==> src/rtl/op_writeback.sv <==
// Execute-side writeback: buffers op_* results in a small FIFO and commits them in order
// to the register file and APSR, with a per-register busy scoreboard and r15 redirect.
module op_writeback #(
  parameter int          DEPTH    = 2,
  parameter logic [31:0] SP_RESET = 32'h0000_0000
) (
  input  logic        clk,
  input  logic        rst,
  input  logic        wb_valid,
  output logic        wb_ready,
  input  logic [3:0]  wb_rd,
  input  logic [31:0] wb_data,
  input  logic        wb_we,
  input  logic        wb_S,
  input  logic        wb_n,
  input  logic        wb_z,
  input  logic        wb_c,
  input  logic        wb_v,
  input  logic        commit_en,
  input  logic        iss_valid,
  input  logic [3:0]  iss_rd,
  input  logic        iss_we,
  input  logic [3:0]  rn_idx,
  input  logic [3:0]  rm_idx,
  input  logic [31:0] pc_in,
  output logic [31:0] Rn,
  output logic [31:0] Rm,
  output logic        rn_busy,
  output logic        rm_busy,
  output logic        neg_q,
  output logic        zero_q,
  output logic        carry_q,
  output logic        ovf_q,
  output logic        flags_pending,
  output logic        pc_load,
  output logic [31:0] pc_value
);

  localparam int AW = (DEPTH > 1) ? $clog2(DEPTH) : 1;
  localparam int CW = AW + 1;

  typedef struct packed {
    logic [3:0]  rd;
    logic [31:0] data;
    logic        we;
    logic        s;
    logic        n;
    logic        z;
    logic        c;
    logic        v;
  } ent_t;

  ent_t          fifo_q [DEPTH];
  logic [AW-1:0] wr_ptr_q, wr_ptr_d;
  logic [AW-1:0] rd_ptr_q, rd_ptr_d;
  logic [CW-1:0] count_q, count_d;
  logic [31:0]   rf_q [16];
  logic [15:0]   busy_q, busy_d;
  logic          neg_d, zero_d, carry_d, ovf_d;
  logic          pc_load_d;
  logic [31:0]   pc_value_d;

  logic          push, pop, rf_we;
  ent_t          head, wr_ent;
  logic [AW-1:0] scan_idx;

  assign wb_ready = (count_q < CW'(DEPTH));
  assign push     = wb_valid & wb_ready;
  assign pop      = (count_q != '0) & commit_en;
  assign head     = fifo_q[rd_ptr_q];
  assign rf_we    = pop & head.we & (head.rd != 4'd15);

  assign wr_ent = '{rd: wb_rd, data: wb_data, we: wb_we, s: wb_S,
                    n: wb_n, z: wb_z, c: wb_c, v: wb_v};

  // Combinational read ports; r15 reads return the live PC.
  always_comb begin
    Rn      = (rn_idx == 4'd15) ? pc_in : rf_q[rn_idx];
    Rm      = (rm_idx == 4'd15) ? pc_in : rf_q[rm_idx];
    rn_busy = busy_q[rn_idx];
    rm_busy = busy_q[rm_idx];
  end

  // Scan live FIFO entries for a pending flag update.
  always_comb begin
    flags_pending = 1'b0;
    scan_idx      = '0;
    for (int i = 0; i < DEPTH; i++) begin
      scan_idx = rd_ptr_q + AW'(i);
      if ((CW'(i) < count_q) && fifo_q[scan_idx].s)
        flags_pending = 1'b1;
    end
  end

  // Next-state: pointers, commit effects on flags/PC, scoreboard set/clear.
  always_comb begin
    wr_ptr_d   = wr_ptr_q;
    rd_ptr_d   = rd_ptr_q;
    count_d    = count_q;
    busy_d     = busy_q;
    neg_d      = neg_q;
    zero_d     = zero_q;
    carry_d    = carry_q;
    ovf_d      = ovf_q;
    pc_load_d  = 1'b0;
    pc_value_d = pc_value;
    if (push) wr_ptr_d = wr_ptr_q + AW'(1);
    if (pop)  rd_ptr_d = rd_ptr_q + AW'(1);
    count_d = count_q + CW'(push) - CW'(pop);
    if (pop) begin
      if (head.we) begin
        if (head.rd == 4'd15) begin
          pc_load_d  = 1'b1;
          pc_value_d = {head.data[31:1], 1'b0};
        end else begin
          busy_d[head.rd] = 1'b0;
        end
      end
      if (head.s) begin
        neg_d   = head.n;
        zero_d  = head.z;
        carry_d = head.c;
        ovf_d   = head.v;
      end
    end
    // A fresh issue to the same rd outranks a commit clear.
    if (iss_valid && iss_we && (iss_rd != 4'd15))
      busy_d[iss_rd] = 1'b1;
    busy_d[15] = 1'b0;
  end

  // Control state register with synchronous reset.
  always_ff @(posedge clk) begin
    if (rst) begin
      wr_ptr_q <= '0;
      rd_ptr_q <= '0;
      count_q  <= '0;
      busy_q   <= '0;
      neg_q    <= 1'b0;
      zero_q   <= 1'b0;
      carry_q  <= 1'b0;
      ovf_q    <= 1'b0;
      pc_load  <= 1'b0;
      pc_value <= '0;
    end else begin
      wr_ptr_q <= wr_ptr_d;
      rd_ptr_q <= rd_ptr_d;
      count_q  <= count_d;
      busy_q   <= busy_d;
      neg_q    <= neg_d;
      zero_q   <= zero_d;
      carry_q  <= carry_d;
      ovf_q    <= ovf_d;
      pc_load  <= pc_load_d;
      pc_value <= pc_value_d;
    end
  end

  // Register file; slot 15 is never written since r15 reads come from pc_in.
  always_ff @(posedge clk) begin
    if (rst) begin
      for (int i = 0; i < 16; i++)
        rf_q[i] <= (i == 13) ? SP_RESET : 32'h0;
    end else if (rf_we) begin
      rf_q[head.rd] <= head.data;
    end
  end

  // FIFO payload storage; validity is tracked by count/pointers only.
  always_ff @(posedge clk) begin
    if (push && !rst)
      fifo_q[wr_ptr_q] <= wr_ent;
  end

endmodule
==> config.mk <==
export PLATFORM = sky130hd
export DESIGN_NAME = op_writeback
export DESIGN_NICKNAME = d
export VERILOG_FILES = /design/src/rtl/op_writeback.sv
export SDC_FILE = /design/constraint.sdc
export NUM_CORES = 1
export LEC_CHECK = 0
export CORE_MARGIN = 4
export CORE_UTILIZATION = 55
export CTS_BUF_LIST = sky130_fd_sc_hd__clkbuf_4
export DETAILED_ROUTE_END_ITERATION = 8
export PLACE_DENSITY = 0.78
export SLEW_MARGIN = 15
export SYNTH_ARGS = -nofsm -noshare
export SYNTH_HDL_FRONTEND = slang
export SYNTH_SLANG_ARGS = --single-unit
==> constraint.sdc <==
create_clock -name clk -period 4.8 [get_ports clk]
set_input_delay 0.96 -clock clk [delete_from_list [all_inputs] [get_ports clk]]
set_output_delay 0.96 -clock clk [all_outputs]
set_load 0.005 [all_outputs]
==> results.py, run 1 <==
metrics = {
    "floorplan": {
        "num_rows": 85,
        "fp.dieW_um": 241,
        "io_pins": 197,
        "die-area_um2": 58200,
        "die_h_um": 241,
        "start_util_pct": 55.6,
        "coreArea_um2": 53800,
    },
    "synthesis": {
        "yosys.cell_types.count": 49,
        "synth_top_area_share_pct": 56.6,
        "ys.warnings.count": 0,
        "synth_top_area_cell": "edfxtp_1",
        "yosysMostFrequentCell": "edfxtp_1",
        "synthCells": 2202,
        "async_flop_share_pct": 0,
        "yosys_register_bits": 620,
        "syn-num-nets": 2296,
        "synth.yosys.seq_area_share_pct": 60.3,
        "syn_area_per_cell_um2": 13.6,
        "synthesis.area_um2": 29900,
        "synth-edff-count": 564,
        "synthTopCellsByCount": "564 x edfxtp_1, 494 x nor2_1, 173 x mux4_2, 161 x mux2i_1, 156 x clkbuf_1",
        "synthFlopType": "edfxtp_1",
        "synth.area.top_cells": "edfxtp_1 57%, mux4_2 13%, nor2_1 6.2%",
    },
    "timing": {
        "fmaxAchievable_mhz": 226,
        "finalHoldViolCount": 0,
        "finalWorstSetupSlack_ns": 0.385,
        "slew_viol_final": 0,
        "setup_violations": 0,
        "tns_ns": 0,
        "fin_crit_ns": 4.42,
        "worst_clock_skew_ns": 0.0851,
        "tightestPinTransition_ns": 1.18,
        "rsz0062_at_grt": "false",
        "fin_crit_sh_pct": 92.0,
        "relSlewSlack_pct": 21.3,
    },
    "cts": {
        "htree_num_levels": 4,
        "cts-hold-fix-buffers": 0,
        "cts_buffers": 155,
        "clock_latency_ns": 1.02,
        "cts_tree": "done",
        "cts_setup_buffers": 0,
        "cts.repair.resized": 0,
        "clockRootBuffer": "clkbuf_4",
        "clk_pin_slew_ns": 0.06,
        "clockBufferDepth": 3,
        "cts_sinks": 620,
    },
    "pwr": {
        "ir_drop_mv": 0.313,
        "p_leak_uw": 0.0128,
        "powerDensity_nw_per_um2": 373,
    },
    "setup_path": {
        "worst-r2r-setup-slack_ns": 1.77,
        "critical_path_buf_inv_count": 4,
        "cp_max_fo": 51,
        "cp_top_family": "buffers and inverters",
        "cp_data_arrival_time_ns": 3.46,
        "r2r_cells": 4,
        "crit_slowest_cell": "clkdlybuf4s50_1",
        "required_ns": 3.84,
        "critPathLaunchType": "input port",
        "rr_endpoint": "rf_q[6][18]",
        "path_common_cell": "buf_4",
        "cpPeakStageDelay_ns": 0.55,
        "path_cells": "buf_4 > buf_12 > nand2b_1 > buf_4 > o221a_2 > o22ai_1 > nand2_1 > clkdlybuf4s50_1",
        "worst_setup_path_end_kind": "output port",
        "critPathKind": "input port to output port",
    },
    "place": {
        "hpwlAfterDp_um": 55700,
        "port_buffers": 195,
        "gp_congestion": 0.891,
        "pre_cts_ws_ns": 0.474,
        "dp.cells": 3000,
    },
    "layout": {
        "area_growth_pct": 16.9,
        "drive_gt1_share_pct": 24.3,
        "fin_nets": 2555,
        "fill_cells": 3868,
        "fin_cells": 3279,
    },
    "detailed_routing": {
        "drc_errors": 0,
        "wirelength_um": 92900,
        "dr.pass1.iters": 7,
        "antenna_left": 0,
        "vias_per_cell": 6.68,
        "route.vias.total": 21900,
        "drt_first_iter_violations": 3235,
        "routedWlPerCell_um": 28.3,
    },
    "worst_hold_path": {
        "hold_path_class": "input port to register",
        "hold_depth": 2,
        "hold_start": "rst",
    },
    "global_route": {
        "grt_pass1_wl_um": 137000,
        "grt_antenna_before_repair": 2,
        "grt_usage_pct": 31.9,
        "grt_pass1_vias": 22500,
        "grt_max_degree": 52,
        "grt_overflow": 0,
    },
    "run_status": {
        "status": "finished, final reports clean",
    },
    "run": {
        "maxCapViolations": 0,
    },
}
flip-flops by register name, indices dropped and copies added (netlist names), named ones only:
name      cells
pc_value     31
busy_q       15
rf_q        480
rd_ptr_q      1
wr_ptr_q      1
fifo_q       84
neg_q         1
zero_q        1
carry_q       1
ovf_q         1
pc_load       1
count_q       2
final cells by class:
| cell class | count | area [um^2] | area share [%] |
|---|---|---|---|
| repair buffers | 311 | 3000 | 8.57 |
| clock buffers | 229 | 1720 | 4.91 |
| multi-input cells | 1355 | 11000 | 31.5 |
| inverters | 18 | 67.6 | 0.193 |
| flip-flops and latches | 620 | 18100 | 51.6 |
| clock inverters | 47 | 256 | 0.733 |
| diodes | 3 | 7.51 | 0.0214 |
| well taps | 696 | 871 | 2.49 |
where the power goes:
part | internal (uW) | switching (uW)
combinational | 868 | 1370
clock | 2340 | 2150
sequential | 6170 | 168
total | 9380 | 3690
through the flow:
stage          hold WS [ns]  cell area, um^2  util, %  power (uW)
3_3_place_gp          0.471            33000     61.4        8560
6_report              0.329            35000     65.1       13100
2_1_floorplan         0.452            29900        -        7650
4_1_cts               0.222            35000     65.0       13100
5_1_grt               0.270            35000     65.1       13500
3_5_place_dp          0.480            33000     61.4        8630
cells in the final DEF, fill, tap and decap left out, types with 10 or more instances in the layout:
cell type        count
a211o_1             14
a211oi_1            36
a21o_1              10
a21oi_1             58
a22oi_1             32
a31oi_1             12
buf_12              16
buf_4              105
clkbuf_4           229
clkdlybuf4s50_1    187
clkinv_1            39
dfxtp_1             55
edfxtp_1           564
inv_1               18
mux2_2              32
mux2i_1            160
mux4_2             173
nand2_1             57
nand2b_1            19
nand3_1             10
nor2_1             493
nor2b_1             16
o21ai_0             26
o221a_2             32
o22ai_1            109
logic make-up (layout without fill, tap and decap cells):
family                     count (synthesis)  count (layout)  share of synthesized area (%)
AOI/OAI and AO/OA                        344             344                           8.05
xor gates and xnor gates                   4               4                          0.117
adders and majority gates                  2               2                         0.0836
buffers and inverters                    227             605                           3.04
DFF                                      620             620                           60.3
muxes                                    366             366                           19.6
other                                      1               4                         0.0125
and+or+nand+nor                          638             638                           8.77
layer usage:
layer / share of wire, % / global-route usage [%]
met5: 0 / 0
met4: 5.2 / 16.0
met3: 15 / 11.4
met2: 46 / 48.2
met1: 34 / 41.4
worst max path at each step:
stage	start	to	cells past startpoint
after detailed placement	rn_idx[3]	Rn[3]	7
after global placement	rn_idx[3]	Rn[3]	7
after global routing	rm_idx[0]	Rm[26]	6
after CTS	rn_idx[3]	Rn[3]	7
after floorplan	rst	fifo_q[1][0]	4
final	rn_idx[2]	Rn[31]	8
Power figures use the tool's default switching activity.
==> run 2, diff against run 1 <==
--- a/config.mk
+++ b/config.mk
@@ -6,10 +6,11 @@
 export NUM_CORES = 1
 export LEC_CHECK = 0
 export CORE_MARGIN = 4
-export CORE_UTILIZATION = 55
+export CORE_UTILIZATION = 45
 export CTS_BUF_LIST = sky130_fd_sc_hd__clkbuf_4
 export DETAILED_ROUTE_END_ITERATION = 8
-export PLACE_DENSITY = 0.78
+export GPL_ROUTABILITY_DRIVEN = 1
+export PLACE_DENSITY = 0.66
 export SLEW_MARGIN = 15
 export SYNTH_ARGS = -nofsm -noshare
 export SYNTH_HDL_FRONTEND = slang
==> run 2 against run 1 <==
Net effect:
- register-to-register slack gained 0.05 ns
- critical path type unchanged
- sequential share of layout area shrank 0.51 points
- setup slack gained 0.16 ns
- clock skew shrank 0.023 ns
- first-iteration DRC count shrank 15%
- non-clock buffer count shrank 2
- critical path depth is the same
- combinational power is essentially flat
- fmax grew 3.8%
- total power grew 1.8%
==> results.py, run 2 (same netlist as run 1, synthesis figures left out) <==
metrics = {
    "layout": {
        "largest_reg_flops": 480,
        "fill_cells": 5462,
        "fin_cells": 3457,
        "regArea_um2": 18100,
        "multiInputGateArea_um2": 11000,
        "final_core_util_pct": 53.7,
        "final_common_cell": "edfxtp_1",
        "top_regs": "rf_q: 480 flops, fifo_q: 84 flops, pc_value: 31 flops",
        "regMostFlops": "rf_q",
        "layout_common_cells": "564 x edfxtp_1, 493 x nor2_1, 230 x clkbuf_4",
        "area_growth_pct": 18.1,
        "drive_gt1_share_pct": 24.8,
        "fin_nets": 2555,
    },
    "floorplan": {
        "fp.dieW_um": 266,
        "die-area_um2": 70700,
        "num_rows": 94,
        "start_util_pct": 45.5,
        "die_h_um": 266,
        "coreArea_um2": 65900,
        "io_pins": 197,
    },
    "setup_path": {
        "critPathLaunchType": "input port",
        "critPathKind": "input port to output port",
        "cp_max_fo": 26,
        "cp_data_arrival_time_ns": 3.29,
        "worst_setup_path_end_kind": "output port",
        "required_ns": 3.84,
    },
    "timing": {
        "worst_clock_skew_ns": 0.0623,
        "tns_ns": 0,
        "tightestPinTransition_ns": 1.22,
        "finalHoldViolCount": 0,
        "rsz0062_at_grt": "false",
        "relSlewSlack_pct": 16.8,
        "fmaxAchievable_mhz": 235,
        "fin_crit_sh_pct": 88.6,
        "finalWorstSetupSlack_ns": 0.548,
        "slew_viol_final": 0,
        "fin_crit_ns": 4.25,
        "setup_violations": 0,
    },
    "global_route": {
        "grt_antenna_before_repair": 6,
        "grt_max_degree": 46,
        "grt_pass1_vias": 22500,
        "grt_overflow": 0,
        "grt_usage_pct": 27.1,
        "grt_pass1_wl_um": 142000,
    },
    "place": {
        "pre_cts_ws_ns": 0.556,
        "gp_congestion": 0.836,
        "port_buffers": 195,
        "hpwlAfterDp_um": 57600,
        "dp.cells": 3166,
    },
    "cts": {
        "cts_sinks": 620,
        "clk_pin_slew_ns": 0.07,
        "clockBufferDepth": 3,
        "cts_setup_buffers": 0,
        "cts.repair.resized": 0,
        "cts_buffers": 157,
        "cts-hold-fix-buffers": 0,
        "clockRootBuffer": "clkbuf_4",
        "clock_latency_ns": 1.04,
        "cts_tree": "done",
        "htree_num_levels": 4,
    },
    "worst_hold_path": {
        "hold_path_class": "input port to register",
    },
    "run_status": {
        "status": "finished, final reports clean",
    },
    "pwr": {
        "p_leak_uw": 0.0128,
        "ir_drop_mv": 0.263,
        "powerDensity_nw_per_um2": 376,
    },
    "detailed_routing": {
        "route.vias.total": 21600,
        "wl_met3_um": 11800,
        "wl_met1_um": 35500,
        "wl_met2_um": 45400,
        "dr.pass1.iters": 5,
        "highest_layer": "met4",
        "routedWlPerCell_um": 27.9,
        "drt_first_iter_violations": 2764,
        "vias_per_cell": 6.23,
        "wirelength_um": 96600,
        "antenna_left": 0,
        "drc_errors": 0,
    },
    "run": {
        "maxCapViolations": 0,
    },
}
run 2: final cells by class:
| class | count | area share (%) |
|---|---|---|
| Clock buffer | 230 | 4.88 |
| Clock inverter | 52 | 1.05 |
| Tap cell | 864 | 3.06 |
| Antenna cell | 9 | 0.0637 |
| Inverter | 18 | 0.191 |
| Multi-Input combinational cell | 1355 | 31.2 |
| Sequential cell | 620 | 51.1 |
| Timing Repair Buffer | 309 | 8.49 |
run 2: power breakdown:
part           switching (uW)  internal (uW)  leakage (uW)
clock network            2190           2520       0.00124
registers                 147           6170       0.00618
logic                    1390            869       0.00541
run 2: path summary, 6_finish.rpt:
check	slack [ns]	to	from	cells past startpoint
setup / recovery	0.55	Rn[31]	rn_idx[0]	8
hold reg to reg	0.50	busy_q[5]	busy_q[5]	2
hold / removal	0.19	count_q[0]	rst	2
setup reg to reg	1.82	rf_q[1][9]	register	5
run 2: metal layers:
layer,up-vias,track usage [%]
li1,9078,-
met1,10800,35.0
met2,1424,42.6
met3,250,8.52
met4,0,12.0
met5,-,0.338
run 2: stage by stage:
step	cell area, um^2	hold slack, ns	total power [uW]
floorplan	29900	0.452	7650
CTS	35300	0.0960	13400
detailed placement	33200	0.486	8670
global route	35300	0.125	13800
global placement	33200	0.468	8610
finish	35400	0.191	13300
run 2: critical path, cell delays in order:
cell and delay [ns]:
buf_4 0.43, buf_4 0.28, and2_1 0.14, buf_4 0.38, o221a_2 0.27, o22ai_1 0.07
nand2_1 0.19, clkdlybuf4s50_1 0.53
